[config.mk]
export PLATFORM = sky130hd
export DESIGN_NAME = register_unmapper_flat
export DESIGN_NICKNAME = d
export VERILOG_FILES = /design/src/rtl/register_unmapper_if.sv /design/src/rtl/register_unmapper.sv /design/src/flat_wrapper.sv
export SDC_FILE = /design/constraint.sdc
export NUM_CORES = 1
export LEC_CHECK = 0
export ABC_AREA = 1
export BUFFER_PORTS_ARGS = -buffer_cell sky130_fd_sc_hd__clkbuf_2
export CORE_MARGIN = 3
export CORE_UTILIZATION = 55
export DETAILED_ROUTE_END_ITERATION = 16
export PLACE_DENSITY = 0.76
export SLEW_MARGIN = 30
export SYNTH_ARGS = -nofsm -noshare
export SYNTH_HDL_FRONTEND = slang
export SYNTH_SLANG_ARGS = --single-unit
[constraint.sdc]
create_clock -name clk -period 3.8 [get_ports clk]
set_input_delay 0.57 -clock clk [delete_from_list [all_inputs] [get_ports clk]]
set_output_delay 0.57 -clock clk [all_outputs]
set_load 0.05 [all_outputs]
[src/rtl/register_unmapper_if.sv]
// Bundle of the rename-map control, translate and physical-swap handshake signals.
// Latency: none, wires only.
// Backpressure: swap_valid/swap_a/swap_b are held by the slave until the master returns swap_ack.
interface register_unmapper_if;
  logic [1:0] reg1;
  logic [1:0] reg2;
  logic       doSWAP;
  logic [1:0] phys_q;
  logic       restore_req;
  logic       swap_ack;
  logic [1:0] logical_q;
  logic       swap_valid;
  logic [1:0] swap_a;
  logic [1:0] swap_b;
  logic       busy;
  logic       restore_done;
  logic       map_is_identity;

  modport master (
    output reg1, reg2, doSWAP, phys_q, restore_req, swap_ack,
    input  logical_q, swap_valid, swap_a, swap_b, busy, restore_done, map_is_identity
  );

  modport slave (
    input  reg1, reg2, doSWAP, phys_q, restore_req, swap_ack,
    output logical_q, swap_valid, swap_a, swap_b, busy, restore_done, map_is_identity
  );
endinterface

[src/rtl/register_unmapper.sv]
// Logical->physical register map updated by SWAP renames, plus a sequencer that restores identity via physical data swaps.
// Latency: logical_q/map_is_identity combinational from the registered map; renames and accepted swaps land on the next edge.
// Backpressure: each physical swap request is held on swap_valid/a/b until swap_ack; doSWAP/restore_req are dropped outside IDLE.
module register_unmapper (
  input logic                clk,
  input logic                reset,
  register_unmapper_if.slave bus
);
  typedef enum logic [1:0] {IDLE, SCAN, SWAP, DONE} state_t;

  localparam logic [3:0][1:0] IDENT = {2'd3, 2'd2, 2'd1, 2'd0};

  state_t          state;
  logic [1:0]      idx;
  logic [3:0][1:0] map;   // map[logical] = physical
  logic [3:0][1:0] inv;   // inv[physical] = logical
  logic            swap_valid_q;
  logic [1:0]      swap_a_q;
  logic [1:0]      swap_b_q;
  logic            busy_q;
  logic            done_q;

  // Invert the permutation held in map.
  always_comb begin
    inv = '0;
    for (int i = 0; i < 4; i++) begin
      inv[map[i]] = 2'(i);
    end
  end

  assign bus.logical_q       = inv[bus.phys_q];
  assign bus.map_is_identity = (map == IDENT);
  assign bus.swap_valid      = swap_valid_q;
  assign bus.swap_a          = swap_a_q;
  assign bus.swap_b          = swap_b_q;
  assign bus.busy            = busy_q;
  assign bus.restore_done    = done_q;

  // Map updates and restore sequencer; outputs are registered alongside the state.
  always_ff @(posedge clk) begin
    if (reset) begin
      map          <= IDENT;
      state        <= IDLE;
      idx          <= '0;
      swap_valid_q <= 1'b0;
      swap_a_q     <= '0;
      swap_b_q     <= '0;
      busy_q       <= 1'b0;
      done_q       <= 1'b0;
    end else begin
      case (state)
        IDLE: begin
          // A rename in the same cycle as restore_req lands first, so the scan sees it.
          if (bus.doSWAP && (bus.reg1 != bus.reg2)) begin
            map[bus.reg1] <= map[bus.reg2];
            map[bus.reg2] <= map[bus.reg1];
          end
          if (bus.restore_req) begin
            state  <= SCAN;
            idx    <= '0;
            busy_q <= 1'b1;
          end
        end
        SCAN: begin
          if (map[idx] != idx) begin
            state        <= SWAP;
            swap_valid_q <= 1'b1;
            swap_a_q     <= idx;
            swap_b_q     <= map[idx];
          end else if (idx == 2'd3) begin
            state  <= DONE;
            busy_q <= 1'b0;
            done_q <= 1'b1;
          end else begin
            idx <= idx + 2'd1;
          end
        end
        SWAP: begin
          // After the data swap, logical idx lives in physical idx and the logical
          // that lived in physical idx moves to idx's old physical slot.
          if (bus.swap_ack) begin
            map[inv[idx]] <= map[idx];
            map[idx]      <= idx;
            state         <= SCAN;
            swap_valid_q  <= 1'b0;
            swap_a_q      <= '0;
            swap_b_q      <= '0;
          end
        end
        DONE: begin
          state  <= IDLE;
          done_q <= 1'b0;
        end
        default: state <= IDLE;
      endcase
    end
  end
endmodule

[src/flat_wrapper.sv]
// flat-port wrapper written by rule: the top's interface ports become plain ports
module register_unmapper_flat 
  (clk, reset, bus_reg1, bus_reg2, bus_doSWAP, bus_phys_q, bus_restore_req, bus_swap_ack, bus_logical_q, bus_swap_valid, bus_swap_a, bus_swap_b, bus_busy, bus_restore_done, bus_map_is_identity);
  register_unmapper_if bus_i ();
  input logic clk;
  input logic reset;
  input wire logic [$bits(bus_i.reg1)-1:0] bus_reg1;
  input wire logic [$bits(bus_i.reg2)-1:0] bus_reg2;
  input wire logic [$bits(bus_i.doSWAP)-1:0] bus_doSWAP;
  input wire logic [$bits(bus_i.phys_q)-1:0] bus_phys_q;
  input wire logic [$bits(bus_i.restore_req)-1:0] bus_restore_req;
  input wire logic [$bits(bus_i.swap_ack)-1:0] bus_swap_ack;
  output wire logic [$bits(bus_i.logical_q)-1:0] bus_logical_q;
  output wire logic [$bits(bus_i.swap_valid)-1:0] bus_swap_valid;
  output wire logic [$bits(bus_i.swap_a)-1:0] bus_swap_a;
  output wire logic [$bits(bus_i.swap_b)-1:0] bus_swap_b;
  output wire logic [$bits(bus_i.busy)-1:0] bus_busy;
  output wire logic [$bits(bus_i.restore_done)-1:0] bus_restore_done;
  output wire logic [$bits(bus_i.map_is_identity)-1:0] bus_map_is_identity;
  assign bus_i.reg1 = bus_reg1;
  assign bus_i.reg2 = bus_reg2;
  assign bus_i.doSWAP = bus_doSWAP;
  assign bus_i.phys_q = bus_phys_q;
  assign bus_i.restore_req = bus_restore_req;
  assign bus_i.swap_ack = bus_swap_ack;
  assign bus_logical_q = bus_i.logical_q;
  assign bus_swap_valid = bus_i.swap_valid;
  assign bus_swap_a = bus_i.swap_a;
  assign bus_swap_b = bus_i.swap_b;
  assign bus_busy = bus_i.busy;
  assign bus_restore_done = bus_i.restore_done;
  assign bus_map_is_identity = bus_i.map_is_identity;
  register_unmapper u_core (.clk(clk), .reset(reset), .bus(bus_i));
endmodule
### Yosys cells after proc, flatten, opt, wreduce, memory -nomap -nowiden

Index checks and enable logic that the tools add are counted.

| cells by class | value |
|---|---|
| add/sub/neg operators | 1 |
| magnitude comparators | 15 |
| equality and inequality tests | 15 |
| muxes and demuxes | 55 |
| bitwise operators | 3 |
| reduce and logical (&&, ||, !) cells | 19 |

Operators with widths:

| kind | number |
|---|---|
| two-way mux 2 bit | 22 |
| bitwise mux 8 bit | 4 |
| demux 2 bit (select 2 bit) | 7 |
| < comparator 2 x 3 -> 1 bit, second input constant | 8 |
| binary-select mux 2 bit (select 2 bit) | 5 |
| two-way mux 8 bit | 2 |
| one-hot mux 8 bit (2 select lines) | 1 |
| >= comparator 2 x 1 -> 1 bit, second input constant | 7 |
| one-hot mux 2 bit (2 select lines) | 3 |
| AND reduction 3 bit | 4 |
| == test 8 bit, second input constant | 1 |
| logical AND 1 bit | 8 |
| != test 2 bit, second input constant | 4 |
| OR 8 bit | 1 |
| one-hot mux 2 bit (4 select lines) | 1 |
| AND reduction 4 bit | 2 |
| nonzero test 2 bit | 4 |
| two-way mux 1 bit | 7 |
| == test 2 bit, second input constant | 3 |
| != test 2 x 1 -> 1 bit, second input constant | 3 |
| one-hot mux 1 bit (2 select lines) | 3 |
| AND 4 bit | 1 |
| != test 2 bit | 2 |
| inverter 4 bit | 1 |
| other kinds (4) | 4 |

| storage, ports and cells | value |
|---|---|
| register bits after elaboration | 19 |
| word-level logic and storage cells | 119 |

### Longest topological paths before layout

Gate-level depths: netlist (run 1).

| depth | value |
|---|---|
| word-level depth | 17 |
| mapped depth | 14 |
| mapped depth without buffers | 13 |

### Worst setup path before layout (run 1)

No wires, ideal clock.

| timing | value |
|---|---|
| kind | register -> output |
| from | register u_core.map[2] (netlist bit) |
| to | output bus_map_is_identity |
| arrival | 2064 ps |
| required time | 3230 ps |
| slack | 1166 ps |
| cell stages (with the launch flop) | 6 |
| buffers on the path | 1 |
| path through | dfxtp_1 > buf_4 > inv_1 > nor2_2 > nand3_1 > nor4_1 |

| on the way | value |
|---|---|
| cells in the longest elaborated chain, start to end | 1 |

Ends and longest elaborated chain:

| item | RTL line | source |
|---|---|---|
| from (decl) | register_unmapper.sv:15 | `logic [3:0][1:0] map;` |
| from (signal, indexed assignment) | register_unmapper.sv:55 | `map[bus.reg1] <= map[bus.reg2];` |
| from (signal, indexed assignment) | register_unmapper.sv:56 | `map[bus.reg2] <= map[bus.reg1];` |
| from (signal, indexed assignment) | register_unmapper.sv:82 | `map[inv[idx]] <= map[idx];` |
| == test 8 bit | register_unmapper.sv:32 | `assign bus.map_is_identity = (map == IDENT);` |
| to (decl) | flat_wrapper.sv:19 | `output wire logic [$bits(bus_i.map_is_identity)-1:0] bus_map_is_identity;` |

No other way between the ends.

### Worst setup path in the final report (run 1)

| timing | value |
|---|---|
| from | register u_core.map[4] (netlist bit) |
| to | output bus_logical_q[1] |

| on the way | value |
|---|---|
| cells in the longest elaborated chain, start to end | 7 |
| elaborated cells between the ends (all ways) | 8 |
| those cells by class | 2 x order compare; 4 x mux; 1 x bitwise; 1 x reduce/logical |

Ends and longest elaborated chain:

| item | RTL line | source |
|---|---|---|
| < comparator 2 x 3 -> 1 bit (implied by the code) / >= comparator 2 x 1 -> 1 bit (equally long branches) | register_unmapper.sv:27 | `inv[map[i]] = 2'(i);` |
| logical AND 1 bit (implied by the code) | register_unmapper.sv:27 |  |
| two-way mux 2 bit (implied by the code) | register_unmapper.sv:27 |  |
| demux 2 bit (select 2 bit) * | n/a |  |
| OR 8 bit (no line) * | n/a |  |
| binary-select mux 2 bit (select 2 bit) * | register_unmapper.sv:31 | `assign bus.logical_q = inv[bus.phys_q];` |
| two-way mux 2 bit (implied by the code) * | register_unmapper.sv:31 |  |
| to (decl) | flat_wrapper.sv:13 | `output wire logic [$bits(bus_i.logical_q)-1:0] bus_logical_q;` |

Every way passes the cells marked *; elsewhere a longest branch is shown, timed or not. The select of a mux whose other input is x is not followed.

==> run metrics, run 1 <==
average wire length per cell after detail routing 12.3 um; number of antenna diodes 0; GRT Total Usage 0.252; Sinks on Clock Net 19; share of the yosys chip area belonging to registers 0.210; Synth Register Bits 19; setup repair after global routing missed its margin false; count of nets after finishing 353; gate count after technology mapping 322; count of final setup violators 0; CTS H-Tree Depth 1; largest voltage drop on the vdd net 0.362 mV; CTS Root Cell sky130_fd_sc_hd__clkbuf_4; ratio of cells with drive above 1 in the final layout 0.148; overall overflow remaining after global route 0; post-synthesis cell type with the largest combined area sky130_fd_sc_hd__nand2_1; standard-cell row count 20; clock network latency to the later pin of the worst-skew pair 0.31 ns; arrival time at the worst endpoint 1.61 ns; post-detail-place hpwl 3610 um; boundary pin count 21; share of flip-flops with an asynchronous set or reset 0; number of I/O port buffers 20; ratio of total power to cell area 735 mW/mm^2; average instance area after synthesis 5.62 sq um; Highest Clock Rate 0.458 GHz; critical path data required time 3.23 ns; total negative slack for setup checks 0 ns; top area cells in the synthesized netlist sky130_fd_sc_hd__nand2_1, sky130_fd_sc_hd__dfxtp_1, sky130_fd_sc_hd__nand3_1; number of nets with antenna violations after detailed routing 0; highest fanout seen on the critical path 6; portion of total power attributed to sequential cells 0.251; maximum clock insertion buffer count 2; type of element launching the critical path flop; DIE WIDTH 63.4 um; clock skew 0.00221 ns; Syn Nets 337; clock slew at the register clock pins of the worst setup and hold paths 0.13 ns; post-synthesis cell type count 32; initial standard-cell utilization of the core 0.583; net switching power figure 847 uW; count of synthesis-stage warnings from yosys 0; number of max-slew violations in the final report 0; endpoints failing hold 0; share of Yosys cell area claimed by the top area cell type 0.224; die height 63.4 um; leading post-synthesis cells by instance count sky130_fd_sc_hd__nand2_1, sky130_fd_sc_hd__nand3_1, sky130_fd_sc_hd__a21oi_1, sky130_fd_sc_hd__nor2_1, sky130_fd_sc_hd__inv_1; Setup WS post-layout 1.62 ns; Layout area overhead 6.85%; standby leakage power 0.927 nW; Max transition margin 0.517; DRC Markers 0; Worst Setup End Kind output pin; clock group share of total power 0.081; area of the die 0.00401 sq mm; cts hold-fix bufs 0; antenna violations before repair 0; number of buffers created by CTS 3; max capacitance violation total 0; critical path start-end classification reg2out; Detailed Routing Iterations Pass 1 4; switching part of the total 0.596; vias in the first global route 1,828; Main synth FF type sky130_fd_sc_hd__dfxtp_1; number of enable-type register cells in the synthesized netlist 0; Avg Vias per Cell 5.39; worst setup slack before clock tree synthesis 1.77 ns; final worst path period need 2.18 ns; number of gates resized after cts 0; core area 0.00310 sq mm; type of the worst min-delay path reg2reg; maximum number of pins on one net before global-route repair 21; wire length of the first global-routing pass 8260 um; worst slew pin tran 0.723 ns; placer's final routability congestion estimate 0.951; portion of the clock cycle consumed by the worst path in the final layout 0.575; part of the total power dissipated in combinational logic 0.669; number of DRC markers after the initial detailed-route iteration 290; netlist area before placement 0.00181 sq mm; total length of routed wires 4670 um; leading cell type by number of instances after synthesis sky130_fd_sc_hd__nand2_1; via count 2,055; status complete, no violations; Internal Pwr Total 574 uW; Post-CTS Setup Repair Bufs 0; TritonCTS clock tree yes
[through the flow]
stage,cell area (sq um),hold WS [ns],utilization,std cells,power [mW]
after floorplan,1810,0.482,-,322,1.13
after global placement,1910,0.452,0.614,377,1.30
after detailed placement,1910,0.453,0.614,377,1.30
after CTS,1930,0.472,0.623,381,1.41
after global routing,1930,0.483,0.623,381,1.57
final,1930,0.471,0.623,381,1.42
[worst max-delay path, cell delays in order, from the launching register on]
cell and delay, ns:
sky130_fd_sc_hd__dfxtp_1 0.52, sky130_fd_sc_hd__inv_2 0.10, sky130_fd_sc_hd__nand2_1 0.12, sky130_fd_sc_hd__nand2_1 0.09, sky130_fd_sc_hd__o21ai_0 0.15, sky130_fd_sc_hd__o22ai_1 0.08
sky130_fd_sc_hd__clkbuf_2 0.23
[state kept, by name, indices dropped and copies added, names as in the netlist]
signal                   flops
u_core.state                 2
u_core.bus.swap_valid        1
u_core.bus.swap_b            2
u_core.bus.busy              1
u_core.bus.restore_done      1
u_core.idx                   2
u_core.bus.swap_a            2
u_core.map                   8
[cells by family after synthesis]
group                    synth area share
buffers and inverters               0.104
adder cells (fa/ha/maj)            0.0277
AND/OR/NAND/NOR                     0.512
AO/OA/AOI/OAI                       0.146
flip-flops                          0.210
[worst paths after layout]
kind / start / cells after the start / to / slack (ns)
worst max-delay path: u_core.map[4]$_SDFFE_PP0P_ / 6 / bus_logical_q[1] / 1.62
worst min-delay path: u_core.bus.busy$_SDFFE_PP0P_ / 2 / u_core.bus.busy$_SDFFE_PP0P_ / 0.47
worst max register to register: u_core.idx[0]$_SDFFE_PP0P_ / 11 / u_core.idx[1]$_SDFFE_PP0P_ / 1.74
worst min register to register: u_core.bus.busy$_SDFFE_PP0P_ / 2 / u_core.bus.busy$_SDFFE_PP0P_ / 0.47
[per-layer routing]
| layer | global-route usage | up-vias | share of wire |
|---|---|---|---|
| met5 | 0 | - | 0 |
| met4 | 0.0970 | 0 | 0.027 |
| met3 | 0.0428 | 13 | 0.084 |
| met2 | 0.382 | 77 | 0.43 |
| met1 | 0.353 | 878 | 0.46 |
| li1 | - | 1087 | - |
[cells in the final DEF (no fill, tap or decap), types with 3 or more instances in the layout]
master and count:
sky130_fd_sc_hd__nand3_1 41, sky130_fd_sc_hd__clkbuf_2 20, sky130_fd_sc_hd__nand2_1 108, sky130_fd_sc_hd__nand4_1 5
sky130_fd_sc_hd__nor3_1 7, sky130_fd_sc_hd__nand3_2 4, sky130_fd_sc_hd__a21oi_1 34, sky130_fd_sc_hd__o21ai_0 8
sky130_fd_sc_hd__nand2_2 8, sky130_fd_sc_hd__inv_1 22, sky130_fd_sc_hd__inv_2 8, sky130_fd_sc_hd__ha_1 4
sky130_fd_sc_hd__dfxtp_1 19, sky130_fd_sc_hd__nor2_1 30, sky130_fd_sc_hd__clkbuf_4 3
[power groups by stage]
stage          Combinational, mW  Sequential, mW  Clock [mW]
4_1_cts                    0.946           0.353       0.114
3_3_place_gp               0.940           0.361           0
5_1_grt                     1.08           0.369       0.125
3_5_place_dp               0.940           0.358           0
6_report                   0.950           0.357       0.114
2_1_floorplan              0.783           0.347           0
[final cells by class]
cell class,count,area [sq um]
clock buffer,3,22.5
multi-input combinational,261,1240
sequential,19,380
inverter,33,129
fill,342,1170
tap,44,55.1
clock inverter,1,5.00
timing repair buffer,20,100
(Power assumes the default switching activity.)
==> run 2, diff against run 1 <==
CORE_UTILIZATION = 53   (was 55)
clock period = 2 ns   (was 3.8 ns; I/O delays follow)
==> run 2 against run 1 <==
  * Clock power is 89% higher
  * Count of clock-buffer cells in the layout stayed put
  * Combinational power increased by 100%
  * Hold slack worse by 0.25 ns
  * Flip-flop and latch count unchanged
  * Core utilization is essentially flat
  * Cell count rose by 0.79%
  * Non-clock buffer count up 3
  * Register-to-register slack worse by 1.5 ns
  * Global-route usage down 0.51 points
  * Critical path type unchanged
  * Critical endpoint unchanged
==> run metrics, run 2 (synthesized netlist as in run 1, its figures left out) <==
status complete, no violations; clock slew at the register clock pins of the worst setup and hold paths 0.13 ns (about the same); largest voltage drop on the vdd net 0.773 mV (+110%); CTS Root Cell sky130_fd_sc_hd__clkbuf_4; standard-cell row count 20 (unchanged); highest fanout seen on the critical path 7 (+1); clock skew 0.00527 ns (+0.00306 ns); GRT Total Usage 0.247 (-0.00515); Max transition margin 0.719 (+0.202); antenna violations before repair 0 (unchanged); DIE WIDTH 64.4 um (+1.7%); TritonCTS clock tree yes; standby leakage power 0.945 nW (+1.9%); delay-heaviest family, CP flip-flops; max FFs per register 8 (unchanged); CTS H-Tree Depth 1 (unchanged); Pwr Total 2.77 mW (+95%); via count 2,100 (+2.2%); number of gates resized after cts 0 (unchanged); maximum clock insertion buffer count 2 (unchanged); crit-path max cell delay 0.53 ns (about the same); DRC Markers 0 (unchanged); count of final setup violators 0 (unchanged); total negative slack for setup checks 0 ns (unchanged); number of I/O port buffers 20 (unchanged); maximum number of pins on one net before global-route repair 19 (-9.5%); portion of the clock cycle consumed by the worst path in the final layout 0.943; Avg Vias per Cell 5.47 (+1.4%); Layout area overhead 8.64%; ratio of total power to cell area 1410 mW/mm^2 (+92%); vias in the first global route 1,792 (-2.0%); chain of cells forming the critical path nand2_1 -> nand2_1 -> o21ai_0 -> o22ai_1 -> clkbuf_2; number of antenna diodes 0 (unchanged); Detailed Routing Iterations Pass 1 5 (+1); setup repair after global routing missed its margin false; max capacitance violation total 0 (unchanged); Highest Clock Rate 0.530 GHz; Worst Setup End Kind output pin; commonest cells after routing, fill and taps aside sky130_fd_sc_hd__nand2_1, sky130_fd_sc_hd__nand3_1, sky130_fd_sc_hd__a21oi_1; Post-CTS Setup Repair Bufs 0 (unchanged); arrival time at the worst endpoint 1.59 ns (-0.02 ns); filler cell count 322 (-5.8%); number of max-slew violations in the final report 0 (unchanged); initial standard-cell utilization of the core 0.574 (-0.00925); average wire length per cell after detail routing 12.7 um (+3.8%); critical path's most frequent cell sky130_fd_sc_hd__nand2_1; register with the most flip-flops u_core.map; worst slew pin tran 0.420 ns (-0.303 ns); number of buffers created by CTS 3 (unchanged); most common cell after layout, fill and taps aside sky130_fd_sc_hd__nand2_1; cts hold-fix bufs 0 (unchanged); type of element launching the critical path flop; count of buffering cells on the critical path with inverters included 1 (-1); type of the worst min-delay path in2reg; number of nets with antenna violations after detailed routing 0 (unchanged); critical path data required time 1.70 ns (-1.53 ns); wire length of the first global-routing pass 8110 um (-1.8%); die height 64.4 um (+1.7%); final worst path period need 1.89 ns; number of DRC markers after the initial detailed-route iteration 190 (-34%); Slowest cell on crit path sky130_fd_sc_hd__dfxtp_1; placer's final routability congestion estimate 0.991 (+4.2%); ratio of cells with drive above 1 in the final layout 0.168 (+0.0193); post-detail-place hpwl 3810 um (+5.6%); total length of routed wires 4890 um (+4.7%); count of nets after finishing 356 (+0.85%); critical path start-end classification reg2out; core area 0.00315 sq mm (+1.6%); boundary pin count 21 (unchanged); endpoints failing hold 0 (unchanged); area of the die 0.00415 sq mm (+3.4%); Sinks on Clock Net 19 (unchanged); Min Hold Slack 0.217 ns (-0.254 ns); clock network latency to the later pin of the worst-skew pair 0.32 ns (about the same); overall overflow remaining after global route 0 (unchanged)
-- run 2: worst reg2reg max path, stage by stage, from the launching register on --
cell                      delay, ns
sky130_fd_sc_hd__dfxtp_2       0.49
sky130_fd_sc_hd__inv_6         0.08
sky130_fd_sc_hd__nand2_1       0.07
sky130_fd_sc_hd__nand3_1       0.08
sky130_fd_sc_hd__nand2_2       0.13
sky130_fd_sc_hd__inv_2         0.07
sky130_fd_sc_hd__nand2_2       0.06
sky130_fd_sc_hd__nand4_2       0.11
sky130_fd_sc_hd__nand2_2       0.22
sky130_fd_sc_hd__nand3_1       0.15
sky130_fd_sc_hd__a21oi_1       0.15
sky130_fd_sc_hd__nor2_1        0.05
-- run 2: path summary, 6_finish.rpt --
path,start,endpoint,slack [ns],depth (start not counted)
hold / removal,bus_restore_req,u_core.bus.busy$_SDFFE_PP0P_,0.22,3
hold reg to reg,u_core.bus.busy$_SDFFE_PP0P_,u_core.bus.busy$_SDFFE_PP0P_,0.47,2
setup / recovery,u_core.map[7]$_SDFFE_PP1P_,bus_logical_q[1],0.11,5
setup reg to reg,u_core.idx[0]$_SDFFE_PP0P_,u_core.idx[1]$_SDFFE_PP0P_,0.27,11
-- run 2: final cells by class --
cell class	instances	area (sq um)	share of cell area
Timing Repair Buffer	23	123	0.0624
Inverter	33	129	0.0656
Tap cell	44	55.1	0.0280
Sequential cell	19	384	0.195
Clock buffer	3	22.5	0.0115
Clock inverter	1	5.00	0.00255
Multi-Input combinational cell	261	1250	0.635
-- run 2: per-layer routing --
layer  part of all wire  global-route usage  vias up
met2               0.44               0.383       80
met5                  0                   0        -
met4              0.017              0.0765        0
met3              0.082              0.0364       12
met1               0.46               0.352      911
li1                   -                   -     1097
-- run 2: power breakdown --
part	total (mW)	switching (mW)	internal (mW)
Sequential	0.647	0.163	0.484
Combinational	1.91	1.34	0.569
Clock	0.215	0.140	0.0749
-- run 2: per-stage QoR --
step	worst slack [ns]	util	area (sq um)	std cells
floorplan	0.217	-	1820	322
global placement	0.256	0.613	1930	380
detailed placement	0.187	0.613	1930	380
CTS	0.0634	0.622	1960	384
global route	0.000538	0.623	1970	384
finish	0.113	0.623	1970	384
==> run 3, diff against run 2 <==
CORE_UTILIZATION = 55   (was 53)
clock period = 1.9 ns   (was 2 ns; I/O delays follow)
==> run 3 against run 2 <==
  * Hold slack better by 0.0024 ns
  * Register-to-register slack worse by 0.11 ns
  * Largest power group unchanged
  * Flip-flop and latch count is the same
  * Die area decreased by 3.3%
  * Count of clock-buffer cells in the layout is 1 higher
  * Power rose by 7.5%
  * Highest routed layer unchanged
  * Non-clock buffer count rose by 5
  * Clock power grew 5%
  * Sequential share of layout area is 0.40 points lower
  * Clock skew down 0.00060 ns
  * Cell count is 1.3% higher
==> run metrics, run 3 (synthesized netlist as in run 1, its figures left out) <==
ratio of cells with drive above 1 in the final layout 0.183 (+0.0150); DRC Markers 0 (unchanged); initial standard-cell utilization of the core 0.583 (+0.00925); count of final setup violators 0 (unchanged); total negative slack for setup checks 0 ns (unchanged); highest fanout seen on the critical path 6 (-1); max capacitance violation total 0 (unchanged); standard-cell row count 20 (unchanged); ratio of total power to cell area 1470 mW/mm^2 (+4.6%); capture point of the worst path bus_logical_q[1]; overall overflow remaining after global route 0 (unchanged); placer's final routability congestion estimate 0.969 (-2.3%); die height 63.4 um (-1.7%); reg-to-reg setup timing slack 0.16 ns (-0.11 ns); chain of cells forming the critical path inv_2 -> nand2_1 -> nand2_1 -> o21ai_0 -> o22ai_1 -> buf_2; beginning of the critical path u_core.map[6]$_SDFFE_PP1P_; number of nets with antenna violations after detailed routing 0 (unchanged); max FFs per register 8 (unchanged); largest voltage drop on the vdd net 0.807 mV (+4.4%); Setup WS post-layout 0.122 ns (+0.00864 ns); via count 2,222 (+5.8%); core area 0.00310 sq mm (-1.6%); critical path start-end classification reg2out; portion of the clock cycle consumed by the worst path in the final layout 0.936; Highest Clock Rate 0.562 GHz; worst setup slack before clock tree synthesis 0.208 ns (+0.0208 ns); clock slew at the register clock pins of the worst setup and hold paths 0.12 ns (about the same); Critical R2R Capture u_core.idx[1]$_SDFFE_PP0P_; Detailed Routing Iterations Pass 1 5 (unchanged); setup repair after global routing missed its margin false; beginning of the worst register-to-register path u_core.idx[0]$_SDFFE_PP0P_; clock skew 0.00467 ns (-0.000600 ns); area of the die 0.00401 sq mm (-3.3%); worst hold path stage count 3 (unchanged); antenna violations before repair 0 (unchanged); status complete, no violations; cts hold-fix bufs 0 (unchanged); arrival time at the worst endpoint 1.49 ns (-0.10 ns); total length of routed wires 5050 um (+3.3%); maximum clock insertion buffer count 2 (unchanged); type of the worst min-delay path in2reg; TritonCTS clock tree yes; Cells after DPL 385 (+1.3%); Slowest cell on crit path sky130_fd_sc_hd__dfxtp_2; type of element launching the critical path flop; endpoints failing hold 0 (unchanged); maximum number of pins on one net before global-route repair 19 (unchanged); number of standard cells in the final layout excluding fillers 389 (+1.3%); post-detail-place hpwl 3940 um (+3.5%); crit-path max cell delay 0.44 ns (-0.09 ns); Finished Core Util 0.651 (+0.0274); final worst path period need 1.78 ns; Avg Vias per Cell 5.71 (+4.4%); Worst Setup End Kind output pin; wire length of the first global-routing pass 8560 um (+5.6%); number of I/O port buffers 20 (unchanged); vias in the first global route 1,890 (+5.5%); Sinks on Clock Net 19 (unchanged); critical path data required time 1.62 ns (-0.08 ns); CTS Root Cell sky130_fd_sc_hd__clkbuf_4; number of antenna diodes 0 (unchanged); DIE WIDTH 63.4 um (-1.7%); GRT Total Usage 0.262 (+0.0150); number of max-slew violations in the final report 0 (unchanged); count of nets after finishing 361 (+1.4%); boundary pin count 21 (unchanged); number of buffers created by CTS 3 (unchanged); critical path's most frequent cell sky130_fd_sc_hd__nand2_1; number of cells on the worst reg-to-reg path 12 (+1); Max transition margin 0.720 (+0.000767); most common cell after layout, fill and taps aside sky130_fd_sc_hd__nand2_1; Layout area overhead 11.6%; register with the most flip-flops u_core.map; average wire length per cell after detail routing 13.0 um (+2.0%); number of DRC markers after the initial detailed-route iteration 294 (+55%); CTS H-Tree Depth 1 (unchanged); worst slew pin tran 0.420 ns (-0.0000235 ns); commonest cells after routing, fill and taps aside sky130_fd_sc_hd__nand2_1, sky130_fd_sc_hd__nand3_1, sky130_fd_sc_hd__a21oi_1; standby leakage power 0.969 nW (+2.5%); clock network latency to the later pin of the worst-skew pair 0.31 ns (about the same)
-- run 3: cell types whose count changed in the layout (fill, tap and decap cells not counted), sizes merged --
cell    before  now
clkinv       3    2
buf          3    9
-- run 3: worst min-delay path by stage --
| stage | end | start | slack (ns) |
|---|---|---|---|
| after floorplan | u_core.bus.busy$_SDFFE_PP0P_ | bus_restore_req | 0.43 |
| after global placement | u_core.bus.restore_done$_SDFFE_PP0P_ | u_core.bus.restore_done$_SDFFE_PP0P_ | 0.45 |
| after detailed placement | u_core.bus.restore_done$_SDFFE_PP0P_ | u_core.bus.restore_done$_SDFFE_PP0P_ | 0.45 |
| after CTS | u_core.bus.busy$_SDFFE_PP0P_ | bus_restore_req | 0.21 |
| after global routing | u_core.bus.busy$_SDFFE_PP0P_ | bus_restore_req | 0.23 |
| final | u_core.bus.busy$_SDFFE_PP0P_ | bus_restore_req | 0.22 |
-- run 3: where the power goes --
part           switching, mW  internal, mW  leakage (nW)
Combinational           1.45         0.646         0.799
Clock                  0.143        0.0821        0.0150
Sequential             0.147         0.511         0.155
-- run 3: cell type report --
type	instances	area (sq um)
Fill cell	342	1080
Inverter	33	129
Multi-Input combinational cell	261	1250
Sequential cell	19	387
Clock buffer	4	26.3
Tap cell	44	55.1
Timing Repair Buffer	28	175
-- run 3: per-stage QoR --
step	total power, mW	hold WS [ns]	cell area [sq um]
2_1_floorplan	2.27	0.432	1820
3_3_place_gp	2.70	0.448	1980
3_5_place_dp	2.71	0.452	1980
4_1_cts	2.94	0.209	2010
5_1_grt	3.25	0.233	2020
6_report	2.98	0.219	2020
-- run 3: what timing repair did --
| item | in CTS | in global routing |
|---|---|---|
| endpoints found under the setup margin | 0 | 3 |
| setup buffers | 0 | 0 |
| endpoints found under the hold margin | 0 | 0 |
| gates resized for setup | 0 | 8 |
-- run 3: layer usage --
layer / vias to the layer above / global-route usage / wire length [um]
li1: 1109 / - / -
met1: 975 / 0.363 / 2240
met2: 127 / 0.417 / 2250
met3: 11 / 0.0321 / 475
met4: 0 / 0.0863 / 89
met5: - / 0 / 0
-- run 3: critical path: cells and delay by family (launching register included) --
family	cells	cell delay [ns]
flip-flops	1	0.44
buffers and inverters	2	0.29
AND/OR/NAND/NOR	2	0.21
AO/OA/AOI/OAI	2	0.24
